### config.mk
export PLATFORM = sky130hd
export DESIGN_NAME = onehot_sequencer_flat
export DESIGN_NICKNAME = d
export VERILOG_FILES = /design/src/rtl/onehot_sequencer_if.sv /design/src/rtl/onehot_sequencer.sv /design/src/flat_wrapper.sv
export SDC_FILE = /design/constraint.sdc
export NUM_CORES = 1
export LEC_CHECK = 0
export ABC_CLOCK_PERIOD_IN_PS = 2100
export CORE_MARGIN = 5
export CORE_UTILIZATION = 36
export CTS_CLUSTER_DIAMETER = 200
export DETAILED_ROUTE_END_ITERATION = 10
export GPL_TIMING_DRIVEN = 0
export PLACE_DENSITY = 0.69
export SYNTH_ARGS = -nofsm -noshare
export SYNTH_HDL_FRONTEND = slang
export SYNTH_SLANG_ARGS = --single-unit
### constraint.sdc
create_clock -name clk -period 2.1 [get_ports clk]
set_input_delay 0.315 -clock clk [delete_from_list [all_inputs] [get_ports clk]]
set_output_delay 0.315 -clock clk [all_outputs]
set_load 0.01 [all_outputs]
### src/rtl/onehot_sequencer_if.sv
// rtl/onehot_sequencer_if.sv - control and output bundle of the one-hot index sequencer
//
// Purpose: groups the sequencer controls and its decoder-facing outputs.
// Signals:
//   run      - enable prescaler counting and index advance
//   mode     - 00 up, 01 down, 10 ping-pong, 11 hold
//   period   - an advance occurs every period+1 counting cycles
//   load     - synchronous load of load_idx (highest priority)
//   load_idx - index written on load
//   idx      - current index, feeds the 3-to-8 decoder
//   step     - registered pulse, high while idx holds a newly advanced value
//   dir      - current direction, 1 = increasing
// Modports: master drives the controls, slave is the sequencer itself.
interface onehot_sequencer_if #(
    parameter int DIV_W = 8
);
    logic             run;
    logic [1:0]       mode;
    logic [DIV_W-1:0] period;
    logic             load;
    logic [2:0]       load_idx;
    logic [2:0]       idx;
    logic             step;
    logic             dir;

    modport master (
        output run, mode, period, load, load_idx,
        input  idx, step, dir
    );

    modport slave (
        input  run, mode, period, load, load_idx,
        output idx, step, dir
    );
endinterface

### src/rtl/onehot_sequencer.sv
// rtl/onehot_sequencer.sv - prescaled up/down/ping-pong/hold index sequencer for a 3-to-8 decoder
//
// Purpose: generates the 3-bit index that selects which decoder output is lit,
// advancing it every period+1 counting cycles in the selected pattern.
// Ports:
//   clk   - clock, all state changes on its rising edge
//   rst_n - asynchronous active-low reset (cnt=0, idx=0, dir=1, step=0)
//   bus   - onehot_sequencer_if slave: run/mode/period/load/load_idx in,
//           idx/step/dir out (all outputs registered)
module onehot_sequencer #(
    parameter int DIV_W = 8
) (
    input  logic               clk,
    input  logic               rst_n,
    onehot_sequencer_if.slave  bus
);
    localparam logic [1:0] MODE_UP   = 2'b00;
    localparam logic [1:0] MODE_DOWN = 2'b01;
    localparam logic [1:0] MODE_PING = 2'b10;
    localparam logic [1:0] MODE_HOLD = 2'b11;

    logic [DIV_W-1:0] r_cnt;
    logic [2:0]       r_idx;
    logic             r_dir;
    logic             r_step;

    logic [DIV_W-1:0] w_cnt_nxt;
    logic [2:0]       w_idx_nxt;
    logic             w_dir_nxt;
    logic             w_step_nxt;
    logic [2:0]       w_adv_idx;
    logic             w_adv_dir;

    // Index and direction that an advance would produce in the current mode.
    always_comb begin
        w_adv_idx = r_idx;
        w_adv_dir = r_dir;
        unique case (bus.mode)
            MODE_UP: begin
                w_adv_idx = r_idx + 3'd1;
                w_adv_dir = 1'b1;
            end
            MODE_DOWN: begin
                w_adv_idx = r_idx - 3'd1;
                w_adv_dir = 1'b0;
            end
            MODE_PING: begin
                // Endpoints turn around immediately so each is visited once per cycle.
                if (r_dir) begin
                    if (r_idx == 3'd7) begin
                        w_adv_idx = 3'd6;
                        w_adv_dir = 1'b0;
                    end else begin
                        w_adv_idx = r_idx + 3'd1;
                    end
                end else begin
                    if (r_idx == 3'd0) begin
                        w_adv_idx = 3'd1;
                        w_adv_dir = 1'b1;
                    end else begin
                        w_adv_idx = r_idx - 3'd1;
                    end
                end
            end
            MODE_HOLD: begin
                w_adv_idx = r_idx;
                w_adv_dir = r_dir;
            end
            default: begin
                w_adv_idx = r_idx;
                w_adv_dir = r_dir;
            end
        endcase
    end

    // Priority: load > hold mode > run=0 > counting.
    always_comb begin
        w_cnt_nxt  = r_cnt;
        w_idx_nxt  = r_idx;
        w_dir_nxt  = r_dir;
        w_step_nxt = 1'b0;
        if (bus.load) begin
            w_idx_nxt = bus.load_idx;
            w_cnt_nxt = '0;
            // Loading the top endpoint points the bounce downward.
            w_dir_nxt = (bus.load_idx != 3'd7);
        end else if (bus.mode == MODE_HOLD) begin
            w_cnt_nxt = '0;
        end else if (!bus.run) begin
            w_cnt_nxt = r_cnt;
        end else if (r_cnt >= bus.period) begin
            // >= so a period lowered below the running count fires on the next edge.
            w_cnt_nxt  = '0;
            w_idx_nxt  = w_adv_idx;
            w_dir_nxt  = w_adv_dir;
            w_step_nxt = 1'b1;
        end else begin
            w_cnt_nxt = r_cnt + 1'b1;
        end
    end

    always_ff @(posedge clk or negedge rst_n) begin
        if (!rst_n) begin
            r_cnt  <= '0;
            r_idx  <= 3'd0;
            r_dir  <= 1'b1;
            r_step <= 1'b0;
        end else begin
            r_cnt  <= w_cnt_nxt;
            r_idx  <= w_idx_nxt;
            r_dir  <= w_dir_nxt;
            r_step <= w_step_nxt;
        end
    end

    assign bus.idx  = r_idx;
    assign bus.dir  = r_dir;
    assign bus.step = r_step;
endmodule
### src/flat_wrapper.sv
// flat-port wrapper written by rule: the top's interface ports become plain ports
module onehot_sequencer_flat 
#(
    parameter int DIV_W = 8
)
  (clk, rst_n, bus_run, bus_mode, bus_period, bus_load, bus_load_idx, bus_idx, bus_step, bus_dir);
  onehot_sequencer_if #(.DIV_W(DIV_W)) bus_i ();
  input  logic clk;
  input  logic rst_n;
  input wire logic [$bits(bus_i.run)-1:0] bus_run;
  input wire logic [$bits(bus_i.mode)-1:0] bus_mode;
  input wire logic [$bits(bus_i.period)-1:0] bus_period;
  input wire logic [$bits(bus_i.load)-1:0] bus_load;
  input wire logic [$bits(bus_i.load_idx)-1:0] bus_load_idx;
  output wire logic [$bits(bus_i.idx)-1:0] bus_idx;
  output wire logic [$bits(bus_i.step)-1:0] bus_step;
  output wire logic [$bits(bus_i.dir)-1:0] bus_dir;
  assign bus_i.run = bus_run;
  assign bus_i.mode = bus_mode;
  assign bus_i.period = bus_period;
  assign bus_i.load = bus_load;
  assign bus_i.load_idx = bus_load_idx;
  assign bus_idx = bus_i.idx;
  assign bus_step = bus_i.step;
  assign bus_dir = bus_i.dir;
  onehot_sequencer #(.DIV_W(DIV_W)) u_core (.clk(clk), .rst_n(rst_n), .bus(bus_i));
endmodule
Yosys cells after proc, flatten, opt, wreduce, memory -nomap -nowiden
Index checks and enable logic that the tools add are counted.

word-level totals
  logic and storage cells = 44
  memories = 0
  memory bits (writable) = 0
  latch bits = 0
  output and inout bits = 5
  bits in read-only memories = 0
  flip-flop bits (word level) = 13

operators by class
  divide/modulo/power cells = 0
  multipliers = 0
  reduce and logical (&&, ||, !) cells = 6
  add/subtract/negate cells = 3
  order comparisons = 1
  equality and inequality tests = 6
  multiplexer cells = 24
  shift operators = 0
  bitwise logic cells = 0

operators with widths
  kind                                                                 number
  8-bit two-way mux                                                    4
  3-bit two-way mux                                                    7
  1-bit two-way mux                                                    11
  3-bit one-hot mux with 3 select lines                                1
  8-bit by 1-bit adder with 8-bit output (second input constant)       1
  8-bit >= comparator                                                  1
  2-bit == test (second input constant)                                2
  2-bit nonzero test                                                   2
  3-bit by 1-bit adder with 3-bit output (second input constant)       1
  3-bit == test (second input constant)                                1
  3-bit logical NOT                                                    1
  3-bit inequality test (second input constant)                        1
  1-bit one-hot mux with 3 select lines                                1
  3-bit AND reduction                                                  1
  3-bit nonzero test                                                   1
  3-bit by 1-bit subtractor with 3-bit output (second input constant)  1
  2-bit by 1-bit == test with 1-bit output (second input constant)     1
  2-bit logical NOT                                                    1
  2-bit inequality test (second input constant)                        1

Logic depth before layout (Yosys ltp)
  word-level depth = 8
  gate-level depth with buffers = 8
  gate-level depth less buffers = 8

Worst setup path after synthesis
Ideal clock, no wire load.

  path type = flip-flop to flip-flop
  start = register u_core.r_cnt[3]
  end = register u_core.r_dir (netlist: u_core.bus.dir)
  arrival = 2042 ps
  stages on the path, launching flop included = 8
  required time = 2002 ps
  setup time = 98 ps
  setup slack = -41 ps
  cells stage by stage = dfrtp_1 -> ha_1 -> nor2_1 -> or3_4 -> o221a_1 -> buf_6 -> or4_1 -> o311ai_1

on the way
  longest elaborated chain between the ends = 3

RTL lines
  what                                  line                     RTL
  start, declared                       onehot_sequencer.sv:22   logic [DIV_W-1:0] r_cnt;
  start signal, assigned                onehot_sequencer.sv:109  r_cnt <= w_cnt_nxt;
  8-bit >= comparator                   onehot_sequencer.sv:91   end else if (r_cnt >= bus.period) begin
  2-bit nonzero test (no source line)   -
  3-bit AND reduction (no source line)  -
  end signal, assigned                  onehot_sequencer.sv:111  r_dir <= w_dir_nxt;
  end, declared                         onehot_sequencer.sv:24   logic r_dir;

No other way between the ends.
A chain may end at the register's enable or synchronous reset.

Worst setup path after layout
  start = register u_core.r_cnt[5]
  end = register u_core.r_idx[0] (netlist: u_core.bus.idx[0])

on the way
  longest elaborated chain between the ends = 3

RTL lines
  what                                  line                     RTL
  8-bit >= comparator                   onehot_sequencer.sv:91
  2-bit nonzero test (no source line)   -
  3-bit AND reduction (no source line)  -
  end signal, assigned                  onehot_sequencer.sv:110  r_idx <= w_idx_nxt;
  end, declared                         onehot_sequencer.sv:23   logic [2:0] r_idx;

No other way between the ends.

==> run metrics <==
layout cells sized above 1=21.1%; CTS clk-pin slew, worst paths=0.08 ns; via count=1,050; Detailed Route Iter0 Violations=14; dpl cell area=1350 um^2; fin crit period=2.10 ns; crit-path leading delay family=compound AO/OA/AOI/OAI gates; Syn Std Cell Area=1100 um^2; die area=4250 um^2; critical path buffer and inverter count=2; worst setup margin=0.00130 ns; Skew-Pair Late Insertion Delay=0.27 ns; maximum vdd drop=160 uV; die height=65.2 um; EDFF count, synth=0; synth unique cells=39; first-pass GRT wire length=4.52 mm; initial antenna violation count=0; H-tree levels=1; max_cap viols=0; Die W=65.2 um; clock skew=0.00713 ns; # diodes=0; RSZ-0062 raised after global routing=yes; Fillers=292; # hold bufs at CTS=0; dominant synthesized flop cell=dfrtp_1; Slew HR=59.4%; Final Net Count=197; crit path kind=flip-flop to flip-flop; dpl cells=181; pin count of the biggest net entering global routing=14; Area Overhead vs Synth=39.9%; WL/cell=13.9 um; CP Launch Type=flip-flop; worst-path fanout max=6; FF+latch count, synth=13; Worst-Margin Slew=0.608 ns; syn nets=162; Post-DRT Antenna Nets=0; Crit path top cell by count=buf_6; GPL Wtd Cong=0.900; Hold Violations, Final=0; Lkg Pwr=0.719 nW; final cell count without fillers=194; Starting Density=36.8%; register area=330 um^2; Detailed Route WL=2.69 mm; most frequent cells in the layout=inv_1, ha_1, clkdlybuf4s50_1, nor2_1, dfrtp_1; CP cell instances=ha_4 -> nand2_2 -> or3_4 -> o221a_1 -> buf_6 -> buf_6 -> o21a_1 -> o31ai_2; Top Ports=22; Design Area, Final=1540 um^2; Pwr Density=394 nW/um^2; final number of setup-violating endpoints=0; CTS max path bufs=2; cell count after synthesis=127; Via density=5.41; number of core rows=20; commonest non-fill, non-tap cell in the layout=inv_1; status=completed; Largest stage delay, worst path=0.43 ns; final slew viol count=0; multi-input combinational cell area=771 um^2; part of the cycle the worst path needs=99.9%; grt total ovfl=0; crit path DAT=2.28 ns; Hold WC Path Type=primary input to asynchronous set/reset pin; f_max=0.476 GHz; CTS Root Cell=clkbuf_4; pre-CTS setup slack=-0.552 ns; Crit-path slowest cell=dfrtp_2; syn_area_per_cell=8.64 um^2; yosys warns=0; vias in the first global route=1,111; critical path endpoint category=flip-flop; core area=2980 um^2; Pre-antenna DRT Iters=4; post-DP HPWL=2.01 mm; DR DRC count=0; Total Routing Usage GR=13.2%; TritonCTS buffer count=3; CTS tree=yes; sequential area share after synthesis=29.8%; Sink Count=13; Post-synth ARST share=100%; Port-buffer cells=21; worst path required time=2.28 ns
[worst reg2reg max path: cells and delay by family, from the launching register on]
family	cells	cell delay [ns]
compound gates	3	0.63
simple gates	2	0.42
buf+inv	2	0.26
flops	1	0.43
fa+ha+maj	1	0.28
[registers in the layout (all words and copies together) (netlist names)]
name,cells
u_core.bus.idx,3
u_core.bus.dir,1
u_core.r_cnt,8
u_core.bus.step,1
[logic make-up (layout without fill, tap and decap cells)]
logic type | count (synthesis) | in the layout | synth area share [%]
adder cells (fa/ha/maj) | 18 | 18 | 20.5
AO/OA/AOI/OAI | 28 | 28 | 17.9
AND/OR/NAND/NOR | 41 | 41 | 18.9
buffers and inverters | 21 | 55 | 7.87
multiplexers | 1 | 1 | 1.03
XOR/XNOR | 5 | 5 | 3.99
flip-flops | 13 | 13 | 29.8
[worst paths after layout]
check / start / endpoint / slack (ns) / cells past startpoint
worst max-delay path: u_core.r_cnt[5]$_DFFE_PN0P_ / u_core.bus.idx[0]$_DFFE_PN0P_ / 0.001 / 8
min in group clk: u_core.r_cnt[0]$_DFFE_PN0P_ / u_core.r_cnt[0]$_DFFE_PN0P_ / 0.57 / 2
worst min register to register: u_core.r_cnt[0]$_DFFE_PN0P_ / u_core.r_cnt[0]$_DFFE_PN0P_ / 0.57 / 2
max in group asynchronous: rst_n / u_core.r_cnt[5]$_DFFE_PN0P_ / 1.24 / 1
worst max register to register: u_core.r_cnt[5]$_DFFE_PN0P_ / u_core.bus.idx[0]$_DFFE_PN0P_ / 0.001 / 8
worst min-delay path: rst_n / u_core.r_cnt[1]$_DFFE_PN0P_ / 0.42 / 1
[what timing repair did]
item                                    CTS  global route
endpoints found under the setup margin   10            11
setup buffers                             8             1
gates cloned                              0             0
pin swaps                                13             8
resized for setup                        22             8
[power by group]
part | total (W) | leakage (nW) | switching, W | internal (W)
logic | 0.000180 | 0.538 | 0.0000900 | 0.0000899
clock network | 0.000153 | 0.0150 | 0.0000800 | 0.0000734
registers | 0.000271 | 0.166 | 0.0000105 | 0.000260
[stage by stage]
step	TNS [ns]	hold WS [ns]	util, %	power, W
after floorplan	-0.0226	0.0194	-	0.000360
after global placement	-4.71	0.534	45.3	0.000431
after detailed placement	-5.19	0.538	45.3	0.000437
after CTS	0	0.432	50.4	0.000601
after global routing	-0.109	0.476	51.6	0.000643
final	0	0.418	51.6	0.000604
[area by class of cell]
cell class              count  share of cell area, %
flip-flops and latches     13                   21.5
clock buffers               4                   1.71
repair buffers             30                   18.3
plain buffers               3                   1.22
multi-input cells          93                   50.2
well taps                  33                   2.69
inverters                  18                   4.40
[metal layers]
| metal | up-vias | GRT usage (%) | routed length (um) |
|---|---|---|---|
| li1 | 513 | - | - |
| met1 | 494 | 14.8 | 1150 |
| met5 | - | 0 | 0 |
| met2 | 39 | 23.8 | 1350 |
| met3 | 4 | 2.05 | 148 |
| met4 | 0 | 6.99 | 41 |
[Yosys cell counts, types with 2 or more instances]
cell | count | share of area, %
nand3_1 | 5 | 2.3
o21ai_0 | 4 | 1.8
o21a_1 | 2 | 1.4
xnor2_1 | 2 | 1.6
nand2_1 | 10 | 3.4
clkbuf_1 | 2 | 0.68
ha_1 | 18 | 21
inv_1 | 18 | 6.2
dfrtp_1 | 12 | 27
and3_1 | 3 | 1.7
o31a_1 | 2 | 1.6
nor2b_1 | 2 | 1.1
nor3_1 | 3 | 1.4
xor2_1 | 3 | 2.4
a21oi_1 | 7 | 3.2
nor2_1 | 10 | 3.4
nand2b_1 | 2 | 1.1
Note: power is estimated with default switching activity, not from simulation.
